--- config.mk ---
export PLATFORM = sky130hd
export DESIGN_NAME = u_rec_param_flat
export DESIGN_NICKNAME = d
export VERILOG_FILES = /design/src/rtl/u_rec_pkg.sv /design/src/rtl/u_rec_if.sv /design/src/rtl/u_rec_sampler.sv /design/src/rtl/u_rec_param.sv /design/src/flat_wrapper.sv
export SDC_FILE = /design/constraint.sdc
export NUM_CORES = 1
export LEC_CHECK = 0
export BUFFER_PORTS_ARGS = -buffer_cell sky130_fd_sc_hd__clkbuf_2
export CAP_MARGIN = 20
export CORE_ASPECT_RATIO = 1.25
export CORE_MARGIN = 2
export CORE_UTILIZATION = 50
export CTS_CLUSTER_DIAMETER = 30
export CTS_CLUSTER_SIZE = 10
export DETAILED_ROUTE_END_ITERATION = 7
export PLACE_DENSITY = 0.7
export SETUP_SLACK_MARGIN = 0.5
export SYNTH_ARGS = -nofsm -noshare
export SYNTH_HDL_FRONTEND = slang
export SYNTH_SLANG_ARGS = --single-unit
--- constraint.sdc ---
create_clock -name sys_clk -period 2.73 [get_ports sys_clk]
set_input_delay 0.1365 -clock sys_clk [delete_from_list [all_inputs] [get_ports sys_clk]]
set_output_delay 0.1365 -clock sys_clk [all_outputs]
set_load 0.02 [all_outputs]
--- src/rtl/u_rec_pkg.sv ---
`default_nettype none
// ============================================================================
// Module   : u_rec_pkg
// Brief    : Shared receiver FSM states, 3-sample majority vote and parameter
//            range check for u_rec_param (optional parity: U_REC_PARITY_EN).
// Revision : 1.0 - initial release
// ============================================================================
package u_rec_pkg;

   typedef enum logic [2:0] {
      ST_IDLE   = 3'd0,
      ST_START  = 3'd1,
      ST_DATA   = 3'd2,
      ST_PARITY = 3'd3,
      ST_STOP   = 3'd4,
      ST_BRK    = 3'd5
   } rec_state_e;

   function automatic logic maj3(input logic a, input logic b, input logic c);
      return (a & b) | (a & c) | (b & c);
   endfunction

   function automatic bit params_ok(input int data_bits,
                                    input int oversample,
                                    input int stop_bits);
      return (data_bits >= 5) && (data_bits <= 9) &&
             (oversample >= 8) && (oversample <= 64) && ((oversample % 2) == 0) &&
             ((stop_bits == 1) || (stop_bits == 2));
   endfunction

endpackage
`default_nettype wire

--- src/rtl/u_rec_if.sv ---
`default_nettype none
// ============================================================================
// Module   : u_rec_if
// Brief    : Receive-word handshake bundle between u_rec_param and consumer.
// Revision : 1.0 - initial release
// ============================================================================
interface u_rec_if #(
   parameter int DATA_BITS = 8
);
   logic [DATA_BITS-1:0] rec_dataH;
   logic                 rec_validH;
   logic                 rec_readyH;
   logic                 frame_errH;
   logic                 par_errH;
   logic                 overrunH;

   modport master (
      output rec_dataH, rec_validH, frame_errH, par_errH, overrunH,
      input  rec_readyH
   );

   modport slave (
      input  rec_dataH, rec_validH, frame_errH, par_errH, overrunH,
      output rec_readyH
   );
endinterface
`default_nettype wire

--- src/rtl/u_rec_sampler.sv ---
`default_nettype none
// ============================================================================
// Module   : u_rec_sampler
// Brief    : Line synchroniser, per-bit tick counter and 3-sample majority vote.
// Revision : 1.0 - initial release
// ============================================================================
module u_rec_sampler
   import u_rec_pkg::*;
#(
   parameter int OVERSAMPLE = 16
)(
   input  logic clk_i,
   input  logic rst_i,
   input  logic sample_en_i,
   input  logic line_i,
   input  logic run_i,
   output logic line_sync_o,
   output logic bit_strobe_o,
   output logic bit_value_o
);
   localparam int unsigned     c_TW        = $clog2(OVERSAMPLE);
   localparam logic [c_TW-1:0] c_TICK_LAST = c_TW'(OVERSAMPLE - 1);
   localparam logic [c_TW-1:0] c_TICK_PRE  = c_TW'(OVERSAMPLE / 2 - 1);
   localparam logic [c_TW-1:0] c_TICK_MID  = c_TW'(OVERSAMPLE / 2);
   localparam logic [c_TW-1:0] c_TICK_VOTE = c_TW'(OVERSAMPLE / 2 + 1);

   logic            sync1_q, sync2_q;
   logic [c_TW-1:0] tick_q, tick_d;
   logic            smp_pre_q, smp_pre_d;
   logic            smp_mid_q, smp_mid_d;

   always_ff @(posedge clk_i) begin
      if (rst_i) begin
         sync1_q   <= 1'b1;
         sync2_q   <= 1'b1;
         tick_q    <= '0;
         smp_pre_q <= 1'b1;
         smp_mid_q <= 1'b1;
      end else begin
         sync1_q   <= line_i;
         sync2_q   <= sync1_q;
         tick_q    <= tick_d;
         smp_pre_q <= smp_pre_d;
         smp_mid_q <= smp_mid_d;
      end
   end

   // run_i follows the FSM's next state, so the start-detect sample is tick 0
   always_comb begin
      tick_d    = tick_q;
      smp_pre_d = smp_pre_q;
      smp_mid_d = smp_mid_q;
      if (sample_en_i) begin
         if (!run_i || (tick_q == c_TICK_LAST)) begin
            tick_d = '0;
         end else begin
            tick_d = tick_q + 1'b1;
         end
         if (tick_q == c_TICK_PRE) begin
            smp_pre_d = sync2_q;
         end
         if (tick_q == c_TICK_MID) begin
            smp_mid_d = sync2_q;
         end
      end
   end

   assign line_sync_o  = sync2_q;
   assign bit_strobe_o = sample_en_i && (tick_q == c_TICK_VOTE);
   assign bit_value_o  = maj3(smp_pre_q, smp_mid_q, sync2_q);

endmodule
`default_nettype wire

--- src/rtl/u_rec_param.sv ---
`default_nettype none
// ============================================================================
// Module   : u_rec_param
// Brief    : Parametrised UART receiver with valid/ready output, framing and
//            overrun reporting, break recovery. Parity via U_REC_PARITY_EN.
// Revision : 1.0 - initial release
// ============================================================================
module u_rec_param
   import u_rec_pkg::*;
#(
   parameter int DATA_BITS  = 8,
   parameter int OVERSAMPLE = 16,
   parameter int STOP_BITS  = 1
)(
   input  logic     sys_clk,
   input  logic     sys_rst,
   input  logic     sample_en,
   input  logic     uart_dataH,
`ifdef U_REC_PARITY_EN
   input  logic     parity_oddH,
`endif
   u_rec_if.master  rec_if
);
   localparam int unsigned     c_BW        = $clog2(DATA_BITS + 1);
   localparam logic [c_BW-1:0] c_BIT_LAST  = c_BW'(DATA_BITS - 1);
   localparam logic            c_STOP_LAST = 1'(STOP_BITS - 1);

   if (!params_ok(DATA_BITS, OVERSAMPLE, STOP_BITS)) begin : g_param_check
      $error("u_rec_param: DATA_BITS/OVERSAMPLE/STOP_BITS out of range");
   end

   rec_state_e           state_q, state_d;
   logic [c_BW-1:0]      bit_cnt_q, bit_cnt_d;
   logic                 stop_cnt_q, stop_cnt_d;
   logic [DATA_BITS-1:0] shift_q, shift_d;
   logic                 ferr_q, ferr_d;
   logic [DATA_BITS-1:0] rec_data_q, rec_data_d;
   logic                 rec_valid_q, rec_valid_d;
   logic                 frame_err_q, frame_err_d;
   logic                 overrun_q, overrun_d;
`ifdef U_REC_PARITY_EN
   logic                 perr_q, perr_d;
   logic                 par_err_q, par_err_d;
`endif

   logic w_line_sync, w_bit_strobe, w_bit_value, w_run;
   logic w_deliver, w_frame_flag, w_handshake;

   u_rec_sampler #(
      .OVERSAMPLE (OVERSAMPLE)
   ) u_sampler (
      .clk_i        (sys_clk),
      .rst_i        (sys_rst),
      .sample_en_i  (sample_en),
      .line_i       (uart_dataH),
      .run_i        (w_run),
      .line_sync_o  (w_line_sync),
      .bit_strobe_o (w_bit_strobe),
      .bit_value_o  (w_bit_value)
   );

   assign w_run = (state_d != ST_IDLE) && (state_d != ST_BRK);

   always_ff @(posedge sys_clk) begin
      if (sys_rst) begin
         state_q    <= ST_IDLE;
         bit_cnt_q  <= '0;
         stop_cnt_q <= 1'b0;
         shift_q    <= '0;
         ferr_q     <= 1'b0;
`ifdef U_REC_PARITY_EN
         perr_q     <= 1'b0;
`endif
      end else begin
         state_q    <= state_d;
         bit_cnt_q  <= bit_cnt_d;
         stop_cnt_q <= stop_cnt_d;
         shift_q    <= shift_d;
         ferr_q     <= ferr_d;
`ifdef U_REC_PARITY_EN
         perr_q     <= perr_d;
`endif
      end
   end

   always_comb begin
      state_d      = state_q;
      bit_cnt_d    = bit_cnt_q;
      stop_cnt_d   = stop_cnt_q;
      shift_d      = shift_q;
      ferr_d       = ferr_q;
`ifdef U_REC_PARITY_EN
      perr_d       = perr_q;
`endif
      w_deliver    = 1'b0;
      w_frame_flag = ferr_q | ~w_bit_value;
      case (state_q)
         ST_IDLE: begin
            if (sample_en && !w_line_sync) begin
               state_d    = ST_START;
               bit_cnt_d  = '0;
               stop_cnt_d = 1'b0;
               ferr_d     = 1'b0;
`ifdef U_REC_PARITY_EN
               perr_d     = 1'b0;
`endif
            end
         end
         ST_START: begin
            if (w_bit_strobe) begin
               state_d = w_bit_value ? ST_IDLE : ST_DATA;
            end
         end
         ST_DATA: begin
            if (w_bit_strobe) begin
               shift_d = {w_bit_value, shift_q[DATA_BITS-1:1]};
               if (bit_cnt_q == c_BIT_LAST) begin
                  bit_cnt_d = '0;
`ifdef U_REC_PARITY_EN
                  state_d   = ST_PARITY;
`else
                  state_d   = ST_STOP;
`endif
               end else begin
                  bit_cnt_d = bit_cnt_q + 1'b1;
               end
            end
         end
`ifdef U_REC_PARITY_EN
         ST_PARITY: begin
            if (w_bit_strobe) begin
               perr_d  = ((^shift_q) ^ w_bit_value) != parity_oddH;
               state_d = ST_STOP;
            end
         end
`endif
         ST_STOP: begin
            if (w_bit_strobe) begin
               if (!w_bit_value) begin
                  ferr_d = 1'b1;
               end
               if (stop_cnt_q == c_STOP_LAST) begin
                  w_deliver  = 1'b1;
                  stop_cnt_d = 1'b0;
                  state_d    = w_frame_flag ? ST_BRK : ST_IDLE;
               end else begin
                  stop_cnt_d = stop_cnt_q + 1'b1;
               end
            end
         end
         ST_BRK: begin
            // A held-low line after a bad stop must not be mistaken for a start bit
            if (sample_en && w_line_sync) begin
               state_d = ST_IDLE;
            end
         end
         default: state_d = ST_IDLE;
      endcase
   end

   assign w_handshake = rec_valid_q & rec_if.rec_readyH;

   always_comb begin
      rec_data_d  = rec_data_q;
      rec_valid_d = rec_valid_q;
      frame_err_d = frame_err_q;
`ifdef U_REC_PARITY_EN
      par_err_d   = par_err_q;
`endif
      overrun_d   = 1'b0;
      if (w_deliver && (!rec_valid_q || w_handshake)) begin
         rec_data_d  = shift_q;
         rec_valid_d = 1'b1;
         frame_err_d = w_frame_flag;
`ifdef U_REC_PARITY_EN
         par_err_d   = perr_q;
`endif
      end else begin
         if (w_deliver) begin
            overrun_d = 1'b1;
         end
         if (w_handshake) begin
            rec_valid_d = 1'b0;
         end
      end
   end

   always_ff @(posedge sys_clk) begin
      if (sys_rst) begin
         rec_data_q  <= '0;
         rec_valid_q <= 1'b0;
         frame_err_q <= 1'b0;
         overrun_q   <= 1'b0;
`ifdef U_REC_PARITY_EN
         par_err_q   <= 1'b0;
`endif
      end else begin
         rec_data_q  <= rec_data_d;
         rec_valid_q <= rec_valid_d;
         frame_err_q <= frame_err_d;
         overrun_q   <= overrun_d;
`ifdef U_REC_PARITY_EN
         par_err_q   <= par_err_d;
`endif
      end
   end

   assign rec_if.rec_dataH  = rec_data_q;
   assign rec_if.rec_validH = rec_valid_q;
   assign rec_if.frame_errH = frame_err_q;
   assign rec_if.overrunH   = overrun_q;
`ifdef U_REC_PARITY_EN
   assign rec_if.par_errH   = par_err_q;
`else
   assign rec_if.par_errH   = 1'b0;
`endif

endmodule
`default_nettype wire

--- src/flat_wrapper.sv ---
// flat-port wrapper written by rule: the top's interface ports become plain ports
module u_rec_param_flat import u_rec_pkg::*;
#(
   parameter int DATA_BITS  = 8,
   parameter int OVERSAMPLE = 16,
   parameter int STOP_BITS  = 1
)
  (sys_clk, sys_rst, sample_en, uart_dataH, rec_if_rec_dataH, rec_if_rec_validH, rec_if_frame_errH, rec_if_par_errH, rec_if_overrunH, rec_if_rec_readyH);
  u_rec_if #(.DATA_BITS(DATA_BITS)) rec_if_i ();
  input  logic sys_clk;
  input  logic sys_rst;
  input  logic sample_en;
  input  logic uart_dataH;
  output wire logic [$bits(rec_if_i.rec_dataH)-1:0] rec_if_rec_dataH;
  output wire logic [$bits(rec_if_i.rec_validH)-1:0] rec_if_rec_validH;
  output wire logic [$bits(rec_if_i.frame_errH)-1:0] rec_if_frame_errH;
  output wire logic [$bits(rec_if_i.par_errH)-1:0] rec_if_par_errH;
  output wire logic [$bits(rec_if_i.overrunH)-1:0] rec_if_overrunH;
  input wire logic [$bits(rec_if_i.rec_readyH)-1:0] rec_if_rec_readyH;
  assign rec_if_rec_dataH = rec_if_i.rec_dataH;
  assign rec_if_rec_validH = rec_if_i.rec_validH;
  assign rec_if_frame_errH = rec_if_i.frame_errH;
  assign rec_if_par_errH = rec_if_i.par_errH;
  assign rec_if_overrunH = rec_if_i.overrunH;
  assign rec_if_i.rec_readyH = rec_if_rec_readyH;
  u_rec_param #(.DATA_BITS(DATA_BITS), .OVERSAMPLE(OVERSAMPLE), .STOP_BITS(STOP_BITS)) u_core (.sys_clk(sys_clk), .sys_rst(sys_rst), .sample_en(sample_en), .uart_dataH(uart_dataH), .rec_if(rec_if_i));
endmodule
---- Word-level counts from Yosys, hierarchy flattened ----
Cells that the tools add are included.
cells by class
  mux-type cells .......................... 28
  eq/ne operators ......................... 14
  $add $sub $neg .......................... 3
  bitwise gates (word level) .............. 8
  reduce and logical (&&, ||, !) cells .... 22
operator list
  cell                                            count
  2-to-1 mux 3 bit                                8
  2-to-1 mux 4 bit                                4
  case mux 3 bit (5 select lines)                 1
  == test 4 bit (second input constant)           3
  2-to-1 mux 1 bit                                11
  adder 4 x 1 -> 4 bit (second input constant)    2
  == test 4 x 3 -> 1 bit (second input constant)  2
  case mux 4 bit (2 select lines)                 1
  == test 3 bit (second input constant)           2
  inequality test 2 bit (second input constant)   3
  AND reduction 2 bit                             3
  AND reduction 3 bit                             2
  nonzero test 2 bit                              3
  logical AND 1 bit                               5
  bitwise AND 1 bit                               4
  case mux 1 bit (2 select lines)                 2
  AND reduction 4 bit                             1
  == test 3 x 1 -> 1 bit (second input constant)  1
  == test 3 x 2 -> 1 bit (second input constant)  1
  logical NOT 1 bit                               3
  logical NOT 3 bit                               1
  inequality test 3 bit (second input constant)   1
  OR 1 bit                                        3
  nonzero test 3 bit                              1
  other kinds (6)                                 7
storage, ports and cells
  output and inout port bits .............. 12
  register bits after elaboration ......... 36
  word-level logic and storage cells ...... 89
  input bits .............................. 5

---- Depth between registers and ports, before layout ----
  depth after elaboration ................. 14
  gate-level depth with buffers ........... 7
  gate-level depth less buffers ........... 7

---- By module ----
Synthesis repeated with hierarchy kept, for this count alone.
unflattened totals
  cells, all modules ...................... 182
  area total of the unflattened synthesis .. 1631.6 µm²
by module, submodules not included
  module         instances  sequential area each (µm²)  cells an instance  area each (µm²)
  u_rec_param    1          540.5                       145                1256.2
  u_rec_sampler  1          160.2                       37                 375.4

---- Least setup slack after synthesis ----
No wires, ideal clock.
  path type ............................... reg-to-reg
  start ................................... reg u_core.u_sampler.tick_q[0]
  end ..................................... reg u_core.u_sampler.tick_q[0]
  path buffers ............................ 0
  cell stages (with the launch flop) ...... 7
  setup slack ............................. 912 ps
  setup time .............................. 96 ps
  required time ........................... 2634 ps
  arrival ................................. 1723 ps
  clock period less this slack ............ 1818 ps
  cell sequence ........................... dfxtp_1 -> ha_1 -> nand4b_4 -> nor3_4 -> a221oi_2 -> a2bb2oi_2 -> o41ai_2
between the ends
  cells in the longest elaborated chain, start to end .. 9
  elaborated cells between the ends (all ways) .. 14
  those cells by class .................... 1 x add/sub; 3 x eq/ne; 5 x mux; 5 x reduce/logical
RTL lines
  what                                                         line                                                        source
  from (decl)                                                  u_rec_sampler.sv:28                                         logic [c_TW-1:0] tick_q, tick_d;
  from (signal assigned)                                       u_rec_sampler.sv:42                                         tick_q <= tick_d;
  == test 4 bit                                                u_rec_sampler.sv:69                                         assign bit_strobe_o = sample_en_i && (tick_q == c_TICK_VOTE);
  logical AND 1 bit                                            u_rec_sampler.sv:69
  2-to-1 mux 3 bit (on tied branches)                          u_rec_param.sv:138, u_rec_param.sv:110, u_rec_param.sv:115
  case mux 3 bit (5 select lines)                              u_rec_param.sv:97                                           case (state_q)
  inequality test 3 bit or nonzero test 3 bit (tied branches)  u_rec_param.sv:62                                           assign w_run = (state_d != ST_IDLE) && (state_d != ST_BRK);
  logical AND 1 bit                                            u_rec_param.sv:62
  logical NOT 1 bit                                            u_rec_sampler.sv:54                                         if (!run_i || (tick_q == c_TICK_LAST)) begin
  logical OR 1 bit                                             u_rec_sampler.sv:54
  2-to-1 mux 4 bit (*)                                         u_rec_sampler.sv:54
Every way passes the cells marked *; elsewhere a longest branch is shown, timed or not.
A chain may end at the register's enable or synchronous reset.

---- Worst setup path in the final report ----
  start ................................... reg u_core.u_sampler.tick_q[0]
  end ..................................... reg u_core.bit_cnt_q[3]
between the ends
  cells in the longest elaborated chain, start to end .. 4
RTL lines
  what                                    line                 source
  == test 4 bit                           u_rec_sampler.sv:69
  logical AND 1 bit                       u_rec_sampler.sv:69
  inequality test 2 bit (no source line)  n/a
  AND reduction 3 bit (no source line)    n/a
  to (signal assigned)                    u_rec_param.sv:76    bit_cnt_q <= bit_cnt_d;
  to (decl)                               u_rec_param.sv:33    logic [c_BW-1:0] bit_cnt_q, bit_cnt_d;
No other way between the ends.

==> summary.txt <==
Timing
  • Final min period: 2030 ps
  • Final hold violations: 0
  • Slew Viols, Final: 0
  • Final setup fails: 0
  • Post-route setup TNS: 0 ps
  • Slew HR: 53.9%
  • Period utilisation layout: 74.4%
  • FMAX: 493 MHz
  • Final Skew: 6.69 ps
  • Unrepaired setup endpoints after global routing: no
  • Setup ws final: 700 ps
  • Worst-Margin Slew: 691 ps

Setup path
  • Reg2Reg Depth: 5
  • CP startpoint: u_core.u_sampler.tick_q[0]
  • Crit Path Category: reg -> reg
  • FF-to-FF setup slack: 700 ps
  • Worst path required time: 3000 ps
  • Startpoint type of the worst setup path: flip-flop
  • Reg2reg end: u_core.bit_cnt_q[3]
  • Crit. End Element: flip-flop
  • Reg2reg start: u_core.u_sampler.tick_q[0]
  • Critical path arrival: 2300 ps
  • Worst Setup EP: u_core.bit_cnt_q[3]
  • Crit Path Max Fanout: 10

Flow run
  • Max Cap Viol: 0

Finish
  • Fin nets: 211
  • Synth-to-Final Area Change: 11.3%
  • # diodes: 0
  • Final instance area: 1780 sq um
  • Layout cell share with drive strength beyond 1: 16.3%

Logic synthesis
  • Sequential fraction of the synthesis area: 43.9%
  • Area contributors post-synth: dfxtp_1 44%, nand2_1 8.2%, a21oi_1 7.2%
  • Post-synth top flop: dfxtp_1
  • Post-synth top area share: 43.9%
  • Flops & latches, synth: 35
  • Gate Count Post-Synth: 188
  • Mean Syn Cell Area: 8.49 sq um
  • Asr flop ratio synth: 0%
  • YS warnings: 0
  • Syn nets: 197
  • EDFF count, synth: 0
  • Unique masters post-synth: 46
  • Cell area after synthesis: 1600 sq um
  • Post-synth top area cell: dfxtp_1

Clock network
  • Max Root-Sink Buffers: 2
  • H-tree Lvls: 2
  • Total CTS buffers: 5
  • Post-cts resize count: 0
  • Clk sink count: 35
  • Skew-Pair Late Insertion Delay: 340 ps
  • Clock root cell: clkbuf_4
  • Worst-path clk slew: 100 ps
  • CTS tree: done

Placed design
  • Placer Congestion: 0.775
  • Pre-CTS WS: 702 ps
  • Dpl hpwl: 2.22 mm
  • Port bufs: 15
  • Placed cell areas: 1670 sq um

Route
  • Routed Antenna Nets: 0
  • Vias: 1,353
  • Number of remaining DRC errors: 0
  • DRT iter0 DRCs: 33
  • Routed WL: 3.08 mm
  • Via density: 5.66
  • DRT Pass-1 Iters: 4
  • Avg WL per Cell: 12.9 microns

Global routing
  • First-pass GRT wire length: 5.24 mm
  • Tot GR Track Use: 20.2%
  • Initial antenna violation count: 0
  • Largest net degree at the start of global routing: 38
  • Vias in the first global route: 1,189
  • Total grt overflow: 0

Floorplan
  • Initial Utilization: 53.2%
  • Row Count: 22
  • Core area: 3000 sq um
  • Die H: 67.2 microns
  • I/O Pins: 17
  • Die Wd: 54.5 microns
  • Die footprint: 3660 sq um

Status
  • Status: complete, no violations

Power and ir drop
  • Total power: 954 uW
  • Worst vdd ir: 0.000398 V
  • Leakage: 0.671 nW
  • PwrDens: 537 nW/um^2

Hold path
  • Hold Path Class: in -> reg
[final cells by class]
type / count / area, sq um
Inverter: 5 / 18.8
Tap cell: 36 / 45.0
Sequential cell: 35 / 701
Clock buffer: 6 / 51.3
Multi-Input combinational cell: 138 / 832
Clock inverter: 2 / 35.0
Timing Repair Buffer: 17 / 92.6
Fill cell: 276 / 1220
[layer usage]
| metal | vias to the layer above | GRT usage [%] | part of all wire (%) | wire length, microns |
|---|---|---|---|---|
| met2 | 17 | 33.6 | 52 | 1590 |
| met4 | 0 | 9.38 | 2.1 | 65 |
| met5 | - | 0 | 0 | 0 |
| met3 | 6 | 6.64 | 3.1 | 94 |
| li1 | 697 | - | - | - |
| met1 | 633 | 22.8 | 43 | 1330 |
[repair_timing]
action,in CTS,in global routing
setup endpoints to repair,0,2
hold buffers,1,0
buffers inserted,0,1
hold endpoints to repair,1,0
[kinds of logic after synthesis]
family / share of synthesized area (%)
simple gates: 26.0
compound gates: 20.5
flops: 43.9
buf+inv: 3.92
fa+ha+maj: 3.76
xor+xnor: 1.10
other cells: 0.235
mux: 0.627
[worst min-delay path by stage]
stage	startpoint	endpoint	slack (ps)	depth (start not counted)
after floorplan	uart_dataH	u_core.u_sampler.sync1_q	240	1
after global placement	uart_dataH	u_core.u_sampler.sync1_q	320	2
after detailed placement	uart_dataH	u_core.u_sampler.sync1_q	320	2
after CTS	sample_en	u_core.u_sampler.tick_q[0]	260	3
after global routing	sample_en	u_core.u_sampler.tick_q[0]	310	3
final	sample_en	u_core.u_sampler.tick_q[0]	280	3
[state kept, by name, indices dropped and copies added, names as in the netlist]
name and flops:
u_core.rec_if.rec_dataH 8, u_core.shift_q 8, u_core.bit_cnt_q 4, u_core.u_sampler.tick_q 4, u_core.state_q 3, u_core.ferr_q 1, u_core.rec_if.frame_errH 1, u_core.rec_if.overrunH 1
u_core.rec_if.rec_validH 1, u_core.u_sampler.line_sync_o 1, u_core.u_sampler.smp_mid_q 1, u_core.u_sampler.smp_pre_q 1, u_core.u_sampler.sync1_q 1
[cell usage after synthesis, drive strengths merged (2+ instances only)]
| library cell | instances |
|---|---|
| nand2b | 3 |
| a211o | 2 |
| a211oi | 4 |
| buf | 3 |
| o21ai | 2 |
| nand3 | 13 |
| ha | 4 |
| a21oi | 23 |
| or2 | 2 |
| xor2 | 2 |
| nand4b | 2 |
| dfxtp | 35 |
| a2bb2oi | 2 |
| nor2 | 12 |
| clkbuf | 7 |
| a311o | 2 |
| o21a | 2 |
| a21boi | 2 |
| inv | 5 |
| nand2 | 35 |
| a31oi | 2 |
| nor3 | 7 |
[stage by stage]
step,utilization [%],instances,hold WS (ps)
CTS,58.9,238,256
detailed placement,55.7,229,322
floorplan,-,188,240
finish,59.2,239,277
global route,59.2,239,306
global placement,55.7,229,324
[critical path, stage by stage, from the launching register on]
cell and delay, ps:
dfxtp_1 460, ha_1 250, and4b_1 300, nand3_2 230
or4_1 550, a21oi_1 150
[cell usage in the layout, fill, tap and decap left out, drive strengths merged, types with 3 or more instances in the layout]
cell type	count
clkbuf	21
a21oi	23
nand2	35
nor3	7
nand2b	3
ha	4
nor2	12
nand3	13
inv	5
dfxtp	35
a211oi	4
[power by group]
| part | leakage, nW | total, mW | switching, mW | internal (mW) |
|---|---|---|---|---|
| clock network | 0.0482 | 0.387 | 0.171 | 0.216 |
| registers | 0.283 | 0.521 | 0.00612 | 0.515 |
| logic | 0.340 | 0.0454 | 0.0288 | 0.0166 |
| total | 0.671 | 0.954 | 0.206 | 0.747 |
Power figures use the tool's default switching activity.
